[config.mk]
export PLATFORM = sky130hd
export DESIGN_NAME = ltl_report_collector
export DESIGN_NICKNAME = d
export VERILOG_FILES = /design/src/rtl/ltl_report_collector.sv
export SDC_FILE = /design/constraint.sdc
export NUM_CORES = 1
export LEC_CHECK = 0
export ABC_AREA = 1
export ABC_CLOCK_PERIOD_IN_PS = 4100
export BUFFER_PORTS_ARGS = -buffer_cell sky130_fd_sc_hd__buf_2
export CAP_MARGIN = 40
export CORE_ASPECT_RATIO = 2
export CORE_UTILIZATION = 60
export CTS_BUF_LIST = sky130_fd_sc_hd__clkbuf_8
export DETAILED_ROUTE_END_ITERATION = 16
export PLACE_DENSITY = 0.78
export SLEW_MARGIN = 10
export SYNTH_ARGS = -nofsm -noshare
export SYNTH_HDL_FRONTEND = slang
export SYNTH_SLANG_ARGS = --single-unit
[constraint.sdc]
create_clock -name clk -period 4.1 [get_ports clk]
set_input_delay 0.82 -clock clk [delete_from_list [all_inputs] [get_ports clk]]
set_output_delay 0.82 -clock clk [all_outputs]
set_load 0.02 [all_outputs]
[src/rtl/ltl_report_collector.sv]
// Report collector for an LTL automaton cluster: tags masked report hits
// with the causing symbol index and queues them in a FWFT event FIFO.
module ltl_report_collector #(
    parameter int NUM_REPORTS = 4,
    parameter int FIFO_DEPTH  = 8,
    parameter int IDX_W       = 32
) (
    input  logic                          clk,
    input  logic                          reset,
    input  logic                          run,
    input  logic [NUM_REPORTS-1:0]        report_in,
    input  logic [NUM_REPORTS-1:0]        report_mask,
    input  logic                          clear_sticky,
    output logic                          evt_valid,
    input  logic                          evt_ready,
    output logic [NUM_REPORTS-1:0]        evt_report,
    output logic [IDX_W-1:0]              evt_index,
    output logic [NUM_REPORTS-1:0]        sticky,
    output logic [15:0]                   overflow_cnt,
    output logic [$clog2(FIFO_DEPTH):0]   fifo_level,
    output logic                          irq
);

    localparam int PTR_W = $clog2(FIFO_DEPTH);
    localparam int LVL_W = PTR_W + 1;

    typedef struct packed {
        logic [NUM_REPORTS-1:0] report;
        logic [IDX_W-1:0]       index;
    } evt_t;

    evt_t                   mem [FIFO_DEPTH];
    logic [PTR_W-1:0]       wr_ptr;
    logic [PTR_W-1:0]       rd_ptr;
    logic [LVL_W-1:0]       level;
    logic [IDX_W-1:0]       sym_cnt;
    logic [IDX_W-1:0]       idx_d;
    logic                   run_d;

    logic [NUM_REPORTS-1:0] m;
    logic                   hit;
    logic                   full;
    logic                   pop;
    logic                   push;
    logic                   drop;

    // report_in belongs to the symbol consumed in the previous cycle
    assign m    = report_in & report_mask;
    assign hit  = run_d & (|m);
    assign full = (level == LVL_W'(FIFO_DEPTH));
    assign pop  = evt_valid & evt_ready;
    assign push = hit & (~full | pop);
    assign drop = hit & full & ~pop;

    assign evt_valid  = (level != '0);
    assign evt_report = evt_valid ? mem[rd_ptr].report : '0;
    assign evt_index  = evt_valid ? mem[rd_ptr].index  : '0;
    assign fifo_level = level;
    assign irq        = |sticky;

    always_ff @(posedge clk) begin
        if (push) begin
            mem[wr_ptr] <= '{report: m, index: idx_d};
        end
    end

    always_ff @(posedge clk) begin
        if (reset) begin
            sym_cnt      <= '0;
            idx_d        <= '0;
            run_d        <= 1'b0;
            wr_ptr       <= '0;
            rd_ptr       <= '0;
            level        <= '0;
            sticky       <= '0;
            overflow_cnt <= '0;
        end else begin
            run_d <= run;
            idx_d <= sym_cnt;
            if (run) begin
                sym_cnt <= sym_cnt + 1'b1;
            end
            if (push) begin
                wr_ptr <= wr_ptr + 1'b1;
            end
            if (pop) begin
                rd_ptr <= rd_ptr + 1'b1;
            end
            level <= level + LVL_W'(push) - LVL_W'(pop);
            if (drop && overflow_cnt != 16'hFFFF) begin
                overflow_cnt <= overflow_cnt + 1'b1;
            end
            // a new hit overrides a clear arriving in the same cycle
            sticky <= (clear_sticky ? '0 : sticky) | (hit ? m : '0);
        end
    end

endmodule

==> impl_results.md, run 1 <==
* Hold Crit Start: rd_ptr[2]
* FF+latch count, synth at 386
* Clk sinks at 386
* Drt initial violations at 958
* Share of the synthesized area in the top cell type at 0.5489
* Biggest cell delay along the critical path at 0.48 ns
* Clock skew at 0.01961 ns
* Net count, final at 1,573
* CP bufs+invs at 3
* Die H at 231.2 µm
* Cts hold-fix bufs at 0
* Top delay family on crit path: buffers and inverters
* Clk_lat worst skew at 0.58 ns
* Cell taking the most area after synthesis: edfxtp_1
* Max-cap violations at 0
* Drt wl/cell at 18.59 µm
* Worst hold path type: flip-flop to flip-flop
* RePlAce Congestion at 0.9104
* Syn Area/Cell at 10.69 µm²
* Critical path required time at 3.28 ns
* Starting density of the core at 0.6118
* Top FF cell, synth: edfxtp_1
* Clock period minus worst slack at 3.573 ns
* TritonCTS clock tree: done
* Total number of yosys warnings at 0
* Routed Wire Length at 35,850 µm
* Residual DRC count at 0
* Most frequent CP cell: o21ai_0
* Antenna violations before repair at 0
* EDFF count, synth at 288
* CTS Buf Count at 48
* Crit path max fanout at 38
* Setup CP Type: flip-flop to output port
* Cell-by-cell trace of the critical path: clkinv_2 > buf_4 > o21ai_0 > o21ai_0 > o21ai_0 > nor2_1 > buf_2
* N_diodes at 0
* Worst slew pin tran at 0.8180 ns
* Layout cell share with drive strength beyond 1 at 0.1485
* Outcome: complete, no violations
* Total global-route track usage at 0.2784
* Largest net degree at the start of global routing at 145
* Core Box Area at 25,750 µm²
* Post-cts sizing count at 0
* Post-Synthesis Cell Area at 15,760 µm²
* FMAX at 279.9 MHz
* Die Wd at 116.6 µm
* FF-to-FF End: mem[4][15]
* Post-Layout Cell Count at 1,929
* Max rail drop VDD at 0.3519 mV
* # port buffers at 74
* Final hold violation count at 0
* Data arrival, critical path at 2.75 ns
* Num rows at 83
* IO Pins at 75
* Nature of the critical path startpoint: flip-flop
* RSZ-0062 raised after global routing: false
* Clk buf depth at 3
* Root Driver: clkbuf_8
* Via-to-Cell Ratio at 5.711
* H-tree depth at 2
* ANT nets after route at 0
* Netlist cell types at 41
* CP endpoint kind: output port
* Worst reg2reg path startpoint: fifo_level[2]
* Sequential-to-total area share from yosys stat at 0.6734
* Crit-path slowest cell: clkinv_2
* Clk slew on worst S/H paths at 0.07 ns
* Layout Cell Area excl Fill at 17,590 µm²
* Setup Viol. Count Final at 0
* Post-CTS Setup Inserts at 0
* R2R setup slack at 1.43 ns
* Area Growth Syn to Fin at 11.63%
* Worst rel slew slack at 0.4513
* Slew Viols, Final at 0
* Final worst-path cycle share at 0.8714
* Die footprint at 26,950 µm²
* Hold Path Cell Cnt at 2
* Synth Instances at 1,474
* Aggregate negative setup slack at 0 ns
* Worst reg2reg path depth at 10
* 1st-pass router iterations at 5
* Vias at 11,020
* Power density over cell area at 562.3 nW/µm²
* GR Overflow Total at 0
* Vias in the first global route at 11,020
* Placed cell count at 1,839
* Syn Nets at 1,498
* Lkg Pwr at 6.377 nW
* DP Area at 16,440 µm²
* Hpwl dp at 22,380 µm
* Async S/R FF share, synth at 0
* Synth top area cells: edfxtp_1 55%, dfxtp_1 12%, nor2_1 9.5%
* Wire length of the first global-routing pass at 56,370 µm
==> through the flow <==
stage | hold slack [ns] | total power, mW | setup WS [ns] | util
after floorplan | 0.4271 | 6.064 | 0.7444 | -
after global placement | 0.4519 | 6.692 | 1.090 | 0.6382
after detailed placement | 0.4606 | 6.759 | 1.055 | 0.6382
after CTS | 0.4739 | 9.930 | 0.5912 | 0.6830
after global routing | 0.5140 | 10.33 | 0.4382 | 0.6830
final | 0.4736 | 9.891 | 0.5273 | 0.6830
==> Yosys cell counts, types with 8 or more instances <==
| cell type | count |
|---|---|
| dfxtp_1 | 98 |
| clkbuf_1 | 38 |
| a21oi_1 | 29 |
| nor2_1 | 399 |
| buf_4 | 10 |
| edfxtp_1 | 288 |
| inv_1 | 88 |
| nor3_1 | 14 |
| a21oi_2 | 10 |
| o21ai_0 | 169 |
| ha_1 | 10 |
| nand2_1 | 125 |
| buf_2 | 13 |
| nand2_2 | 17 |
| nor2_2 | 8 |
| o21ai_1 | 29 |
| o32ai_1 | 36 |
| nand4_1 | 11 |
| nand3_1 | 32 |
==> cell families after synthesis <==
| group | Yosys count | synth area share |
|---|---|---|
| simple gates | 622 | 0.1635 |
| flops | 386 | 0.6734 |
| compound gates | 277 | 0.09958 |
| buf+inv | 164 | 0.04653 |
| xor+xnor | 14 | 0.007782 |
| fa+ha+maj | 11 | 0.009212 |
==> cell type report <==
cell class	instances	area [µm²]
Sequential cell	386	10620
Inverter	94	355.3
Fill cell	1928	8165
Clock inverter	36	409.1
Clock buffer	54	743.2
Multi-Input combinational cell	924	4473
Tap cell	340	425.4
Timing Repair Buffer	95	565.5
==> routing by layer <==
metal | share of wire | vias up | wire length, µm | track usage
met2 | 0.55 | 411 | 19730 | 0.5139
met3 | 0.053 | 106 | 1884 | 0.03138
met4 | 0.047 | 0 | 1680 | 0.1487
met5 | 0 | - | 0 | 0
met1 | 0.35 | 5306 | 12560 | 0.3043
li1 | - | 5194 | - | -
==> worst register-to-register path: stages, from the launching register on <==
cell and delay [ns]:
dfxtp_1 0.33, inv_1 0.07, ha_1 0.20, nand3_1 0.12
nand2_2 0.08, nand2_2 0.09, inv_2 0.05, nor2_1 0.13
nand2_1 0.27, nor2_4 0.69, buf_4 0.36
==> worst max path at each step <==
stage | from | end | cells after the start
final | flip-flop | evt_index[29] | 7
after global routing | flip-flop | evt_index[22] | 7
after CTS | flip-flop | evt_index[29] | 7
after detailed placement | report_mask[2] | mem[1][7] | 10
after global placement | report_mask[2] | mem[1][4] | 10
after floorplan | report_in[3] | mem[1][0] | 8
==> sequential cells by signal (all words and copies together), names as in the netlist, named ones only <==
register and count:
sym_cnt 32, mem 288, rd_ptr 3, sticky 4, run_d 1, wr_ptr 3, overflow_cnt 16, fifo_level 4
idx_d 32
==> where the power goes <==
part	internal (mW)	switching [mW]	leakage, nW
clock	1.80	1.40	0.607
combinational	0.728	1.62	2.31
sequential	4.24	0.0963	3.46
total	6.77	3.12	6.38
==> layout by cell type, fill, tap and decap left out, types with 8 or more instances in the layout <==
cell type and count:
o21ai_0 169, bufinv_16 9, nor2_2 8, ha_1 10, nand2_2 17, buf_4 18, inv_1 96, edfxtp_1 288
a21oi_1 29, clkbuf_8 54, o21ai_1 29, nor2_1 391, nand2_1 125, nand4_1 11, a21oi_2 10, nand3_1 32
nor3_1 14, o32ai_1 36, buf_2 74, clkinv_2 14, dfxtp_1 96, nor2_4 12
Note: power is estimated with default switching activity, not from simulation.
==> run 2, diff against run 1 <==
--- a/config.mk
+++ b/config.mk
@@ -10,10 +10,12 @@
 export BUFFER_PORTS_ARGS = -buffer_cell sky130_fd_sc_hd__buf_2
 export CAP_MARGIN = 40
 export CORE_ASPECT_RATIO = 2
+export CORE_MARGIN = 2
 export CORE_UTILIZATION = 60
 export CTS_BUF_LIST = sky130_fd_sc_hd__clkbuf_8
 export DETAILED_ROUTE_END_ITERATION = 16
 export PLACE_DENSITY = 0.78
+export REMOVE_ABC_BUFFERS = 1
 export SLEW_MARGIN = 10
 export SYNTH_ARGS = -nofsm -noshare
 export SYNTH_HDL_FRONTEND = slang
==> run 2 against run 1 <==
Sequential power rose by 0.9%. Critical path depth did not move. Global-route usage fell by 2.2 points. Critical endpoint is now evt_index[28]. Largest cell class unchanged.
==> impl_results.md, run 2 (same netlist as run 1, synthesis figures left out) <==
* Outcome: complete, no violations
* Clock period minus worst slack at 3.425 ns (-0.1480 ns)
* Worst hold slack at 0.4622 ns (-0.01138 ns)
* # port buffers at 74 (unchanged)
* ANT nets after route at 0 (unchanged)
* Clk_lat worst skew at 0.59 ns (about the same)
* RePlAce Congestion at 0.8785 (-3.5%)
* M2 GR Usage at 0.4795 (-0.03434)
* GR Overflow Total at 0 (unchanged)
* Clk sinks at 386 (unchanged)
* Commonest cells after routing, fill and taps aside: 391 x nor2_1, 288 x edfxtp_1, 169 x o21ai_0
* Layout cell share with drive strength beyond 1 at 0.1447 (-0.003776)
* Worst reg2reg path startpoint: fifo_level[2]
* Largest net degree at the start of global routing at 91 (-37%)
* Via-to-Cell Ratio at 5.717 (about the same)
* Critical path required time at 3.28 ns (about the same)
* 1st-pass router iterations at 6 (+1)
* Fin util at 0.6863 (+0.003352)
* Clk buf depth at 3 (unchanged)
* Clock skew at 0.01499 ns (-0.004619 ns)
* Setup CP Type: flip-flop to output port
* RSZ-0062 raised after global routing: false
* Clk slew on worst S/H paths at 0.07 ns (about the same)
* Worst slew pin tran at 0.8125 ns (-0.005551 ns)
* Lkg Pwr at 6.429 nW (+0.81%)
* Drt wl/cell at 18.19 µm (-2.1%)
* Hold Crit Start: sym_cnt[8]
* Crit path max fanout at 54 (+42%)
* Met1 Use GR at 0.2905 (-0.01381)
* Root Driver: clkbuf_8
* Nature of the critical path startpoint: flip-flop
* Slew Viols, Final at 0 (unchanged)
* Residual DRC count at 0 (unchanged)
* Aggregate negative setup slack at 0 ns (unchanged)
* DP Area at 16,520 µm² (+0.49%)
* CP endpoint kind: output port
* Die Wd at 118.6 µm (+1.7%)
* Post-CTS Setup Inserts at 0 (unchanged)
* FMAX at 292.0 MHz (+4.3%)
* Area Growth Syn to Fin at 12.18%
* Max rail drop VDD at 0.5826 mV (+66%)
* Wire length of the first global-routing pass at 55,550 µm (-1.5%)
* Num rows at 83 (unchanged)
* Max-cap violations at 0 (unchanged)
* Filler cells at 1,939 (+0.57%)
* Die footprint at 27,650 µm² (+2.6%)
* Footprint of the multi-input gates at 4478 µm² (+0.11%)
* Routed Wire Length at 35,120 µm (-2.1%)
* Worst rel slew slack at 0.4576 (+0.006282)
* Net count, final at 1,573 (unchanged)
* Data arrival, critical path at 2.60 ns (-0.15 ns)
* Max reg flops at 288 (unchanged)
* Core Box Area at 25,750 µm² (unchanged)
* Top reg by flops: mem
* Sequential cell area at 10,620 µm² (about the same)
* Antenna violations before repair at 2 (+2)
* Biggest regs: mem (288), idx_d (32), sym_cnt (32)
* Starting density of the core at 0.6118 (unchanged)
* Placed cell count at 1,838 (-0.054%)
* Cts hold-fix bufs at 0 (unchanged)
* Vias at 11,030 (+0.15%)
* Met3 usage at 0.03101 (-0.0003749)
* Vias in the first global route at 10,980 (-0.32%)
* Post-Layout Cell Count at 1,930 (+0.052%)
* Commonest non-fill, non-tap cell in the layout: nor2_1
* Worst hold path type: flip-flop to flip-flop
* Drt initial violations at 1,057 (+10%)
* TritonCTS clock tree: done
* IO Pins at 75 (unchanged)
* Die H at 233.2 µm (+0.87%)
* Post-cts sizing count at 0 (unchanged)
* Hpwl dp at 20,750 µm (-7.3%)
* Power density over cell area at 557.8 nW/µm² (-0.80%)
* Final worst-path cycle share at 0.8353 (-0.03610)
* Layout Cell Area excl Fill at 17,680 µm² (+0.49%)
* H-tree depth at 2 (unchanged)
* Total global-route track usage at 0.2568 (-0.02163)
* Setup Viol. Count Final at 0 (unchanged)
* CTS Buf Count at 49 (+2.1%)
* Final hold violation count at 0 (unchanged)
* GRT busiest layer: met2
-- run 2: layout make-up --
type	instances	area share
sequential	386	0.6008
multi-input combinational	924	0.2533
clock buffer	62	0.04828
timing repair buffer	94	0.03624
tap	340	0.02407
inverter	94	0.02010
clock inverter	29	0.01706
antenna	1	0.0001416
-- run 2: metal layers --
| layer | up-vias | share of wire | routed length [µm] |
|---|---|---|---|
| met5 | - | 0.00043 | 15 |
| met4 | 2 | 0.036 | 1268 |
| met3 | 100 | 0.052 | 1816 |
| met2 | 389 | 0.54 | 19070 |
| met1 | 5333 | 0.37 | 12940 |
| li1 | 5209 | - | - |
-- run 2: critical path, cell delays in order (launching register included) --
cell      delay [ns]
dfxtp_4         0.66
clkinv_2        0.16
buf_4           0.33
o21ai_0         0.25
o21ai_1         0.09
o21ai_0         0.25
nor2_1          0.08
buf_2           0.16
-- run 2: power breakdown --
group | switching [mW] | total (mW) | leakage, nW | internal [mW]
Sequential | 0.141 | 4.38 | 3.46 | 4.24
Clock | 1.38 | 3.19 | 0.640 | 1.80
Combinational | 1.55 | 2.29 | 2.33 | 0.737
-- run 2: per-stage QoR --
step,total power [mW],setup slack [ns]
after floorplan,5.944,-1.772
after global placement,6.693,1.304
after CTS,9.914,0.6296
final,9.860,0.6753
after detailed placement,6.753,1.258
after global routing,10.31,0.4655
-- run 2: path summary, 6_finish.rpt --
path / end / slack, ns / depth (start not counted)
setup / recovery: evt_index[28] / 0.68 / 7
hold / removal: idx_d[8] / 0.46 / 2
setup reg to reg: mem[4][10] / 1.65 / 10
hold reg to reg: idx_d[8] / 0.46 / 2
==> run 3, diff against run 2 <==
--- a/config.mk
+++ b/config.mk
@@ -5,8 +5,8 @@
 export SDC_FILE = /design/constraint.sdc
 export NUM_CORES = 1
 export LEC_CHECK = 0
-export ABC_AREA = 1
-export ABC_CLOCK_PERIOD_IN_PS = 4100
+export ABC_AREA = 0
+export ABC_CLOCK_PERIOD_IN_PS = 3440
 export BUFFER_PORTS_ARGS = -buffer_cell sky130_fd_sc_hd__buf_2
 export CAP_MARGIN = 40
 export CORE_ASPECT_RATIO = 2
==> constraint.sdc (replaced) <==
create_clock -name clk -period 3.44 [get_ports clk]
set_input_delay 0.688 -clock clk [delete_from_list [all_inputs] [get_ports clk]]
set_output_delay 0.688 -clock clk [all_outputs]
set_load 0.02 [all_outputs]
==> run 3 against run 2 <==
Clock skew is 0.012 ns higher. Die area is 5.7% lower. Hold slack got worse by 0.011 ns. Global-route usage down 3.0 points. Final area fell by 5.1%. Core utilization barely moved. Combinational power barely moved. Area after synthesis fell by 5.8%. Critical endpoint is now evt_index[5]. Largest power group unchanged. Highest routed layer is now met4.
==> impl_results.md, run 3 <==
* Worst hold slack at 0.4509 ns (-0.01126 ns)
* FMAX at 313.5 MHz
* Seq pwr share at 0.478 (+0.033)
* FF+latch count, synth at 386 (unchanged)
* Placed cell count at 1,265 (-31%)
* Commonest cells after routing, fill and taps aside: 288 x edfxtp_1, 100 x nor2_1, 95 x dfxtp_1
* Count leader, synth: edfxtp_1
* Layout cell share with drive strength beyond 1 at 0.2554 (+0.1106)
* Area Growth Syn to Fin at 13.01%
* Routed Wire Length at 28,270 µm (-20%)
* Total number of yosys warnings at 0 (unchanged)
* Aggregate negative setup slack at 0 ns (unchanged)
* Drt initial violations at 505 (-52%)
* Post-Synthesis Cell Area at 14,840 µm² (-5.8%)
* Net count, final at 1,007 (-36%)
* ANT nets after route at 0 (unchanged)
* Slew Viols, Final at 0 (unchanged)
* Commonest cells in the netlist: 288 x edfxtp_1, 103 x nor2_1, 98 x dfxtp_1
* EDFF count, synth at 288 (unchanged)
* Nature of the critical path startpoint: flip-flop
* Residual DRC count at 0 (unchanged)
* Clk sinks at 386 (unchanged)
* Fin util at 0.6866 (about the same)
* Tot Pwr at 10.76 mW (+9.1%)
* Cell taking the most area after synthesis: edfxtp_1
* Post-Layout Cell Count at 1,355 (-30%)
* Xor/xnor share of the synthesized area at 0.02184 (+0.01405)
* Setup Viol. Count Final at 0 (unchanged)
* Sw Pwr at 2.978 mW (-3.2%)
* Top reg by flops: mem
* Lkg Pwr at 5.746 nW (-11%)
* Async S/R FF share, synth at 0 (unchanged)
* Via-to-Cell Ratio at 5.720 (about the same)
* Top delay family on crit path: multiplexers
* Combinational power share at 0.214 (-0.018)
* RePlAce Congestion at 0.7974 (-9.2%)
* Root Driver: clkbuf_8
* Simple-gate share of the synthesized area at 0.08557 (-0.07793)
* H-tree depth at 2 (unchanged)
* Hpwl dp at 17,590 µm (-15%)
* Clock skew at 0.02654 ns (+0.01155 ns)
* Crit-path slowest cell: mux4_2
* Clock period minus worst slack at 3.189 ns
* Vias at 7,750 (-30%)
* Final hold violation count at 0 (unchanged)
* Largest family of logic cells by synthesized area: multiplexers
* Clock power share at 0.308 (-0.015)
* Cell-by-cell trace of the critical path: buf_12 > mux4_2 > mux2i_1 > nor2_1 > buf_2
* Die Wd at 115.2 µm (-2.9%)
* Syn Area/Cell at 16.85 µm² (+58%)
* Synth top area cells: edfxtp_1 58%, dfxtp_1 13%, mux4_2 11%
* Worst slew pin tran at 0.6545 ns (-0.1580 ns)
* Data arrival, critical path at 2.50 ns (-0.10 ns)
* 1st-pass router iterations at 5 (-1)
* R2R setup slack at 0.76 ns (-0.89 ns)
* Max rail drop VDD at 0.5838 mV (+0.21%)
* Synth Instances at 881 (-40%)
* Vias in the first global route at 7,933 (-28%)
* Sequential-to-total area share from yosys stat at 0.7149 (+0.04156)
* Die H at 226.4 µm (-2.9%)
* Biggest cell delay along the critical path at 0.58 ns (-0.08 ns)
* Pint at 7.783 mW (+15%)
* Core Box Area at 24,420 µm² (-5.2%)
* Share of the synthesized area in the top cell type at 0.5828 (+0.03387)
* Post-synthesis mux area share at 0.1423 (+0.1423)
* Largest net degree at the start of global routing at 73 (-20%)
* Post-cts sizing count at 0 (unchanged)
* Setup CP Type: flip-flop to output port
* CP endpoint kind: output port
* Adder-Cell Fraction of Synth Area at 0.009780 (+0.0005685)
* Post-CTS Setup Inserts at 0 (unchanged)
* Biggest regs: mem (288), idx_d (32), sym_cnt (32)
* Compound-gate portion of the synthesized area at 0.01054 (-0.08904)
* TritonCTS clock tree: done
* Outcome: complete, no violations
* Max-cap violations at 0 (unchanged)
* Worst hold path type: input pin to flip-flop
* Max reg flops at 288 (unchanged)
* GR Overflow Total at 0 (unchanged)
* CTS Buf Count at 48 (-2.0%)
* Crit path max fanout at 29 (-46%)
* Netlist cell types at 44 (+7.3%)
* Clk buf depth at 3 (unchanged)
* Power density over cell area at 641.6 nW/µm² (+15%)
* # port buffers at 74 (unchanged)
* Worst rel slew slack at 0.5596 (+0.1021)
* Top FF cell, synth: edfxtp_1
* Commonest non-fill, non-tap cell in the layout: edfxtp_1
* Cts hold-fix bufs at 0 (unchanged)
* Wire length of the first global-routing pass at 43,770 µm (-21%)
* CP bufs+invs at 2 (-1)
* Num rows at 81 (-2.4%)
* Starting density of the core at 0.6076 (-0.004184)
* Total global-route track usage at 0.2265 (-0.03028)
* Die footprint at 26,080 µm² (-5.7%)
* Antenna violations before repair at 1 (-1)
* Critical path required time at 2.75 ns (-0.53 ns)
* IO Pins at 75 (unchanged)
* Final worst-path cycle share at 0.9271
* Drt wl/cell at 20.86 µm (+15%)
* Clk slew on worst S/H paths at 0.06 ns (about the same)
* RSZ-0062 raised after global routing: false
* Sw frac at 0.2767 (-0.03514)
* Clk_lat worst skew at 0.59 ns (about the same)
==> run 3: cell count changes after synthesis, sizes merged, moves of 36 or more <==
| cell | before | now |
|---|---|---|
| mux2i | 0 | 40 |
| inv | 91 | 11 |
| o32ai | 36 | 0 |
| mux4 | 0 | 72 |
| nor2 | 411 | 103 |
| o21ai | 198 | 4 |
| nand2 | 142 | 17 |
==> run 3: layout make-up <==
| class | instances | area, µm² |
|---|---|---|
| diodes | 1 | 2.502 |
| fillers | 1564 | 7654 |
| multi-input cells | 440 | 4058 |
| clock buffers | 57 | 784.5 |
| clock inverters | 32 | 217.7 |
| repair buffers | 96 | 635.6 |
| inverters | 11 | 41.29 |
| flip-flops and latches | 386 | 10620 |
| well taps | 332 | 415.4 |
==> run 3: kinds of logic (layout without fill, tap and decap cells) <==
logic type               Yosys count  in the layout
adder cells (fa/ha/maj)           11             11
AO/OA/AOI/OAI                     22             22
multiplexers                     120            120
XOR/XNOR                          37             37
other                              0              1
AND/OR/NAND/NOR                  250            250
buffers and inverters             55            196
flip-flops                       386            386
==> run 3: through the flow <==
stage	instance area, µm²	worst slack, ns
2_1_floorplan	14660	-1.867
3_3_place_gp	15770	0.6216
3_5_place_dp	15770	0.5893
4_1_cts	16770	0.1684
5_1_grt	16770	0.07948
6_report	16770	0.2507
==> run 3: worst paths after layout <==
check | end | cells past startpoint | from
hold / removal | run_d | 2 | run
hold reg to reg | idx_d[31] | 1 | sym_cnt[31]
setup / recovery | evt_index[5] | 5 | flip-flop
setup reg to reg | mem[7][2] | 10 | fifo_level[2]
==> run 3: layer usage <==
layer / vias to the layer above / routed length (µm) / GRT usage
met5: - / 0 / 0
met4: 0 / 683 / 0.08201
met3: 41 / 1006 / 0.02646
li1: 3569 / - / -
met1: 3926 / 10680 / 0.2693
met2: 214 / 15890 / 0.4184
==> run 3: power by group through the flow <==
| stage | Combinational, mW | Sequential (mW) | Clock, mW |
|---|---|---|---|
| after floorplan | 1.44 | 5.43 | 0 |
| after global placement | 2.32 | 5.24 | 0 |
| after detailed placement | 2.34 | 5.25 | 0 |
| after CTS | 2.36 | 5.15 | 3.38 |
| after global routing | 2.51 | 5.16 | 3.55 |
| final | 2.30 | 5.15 | 3.32 |
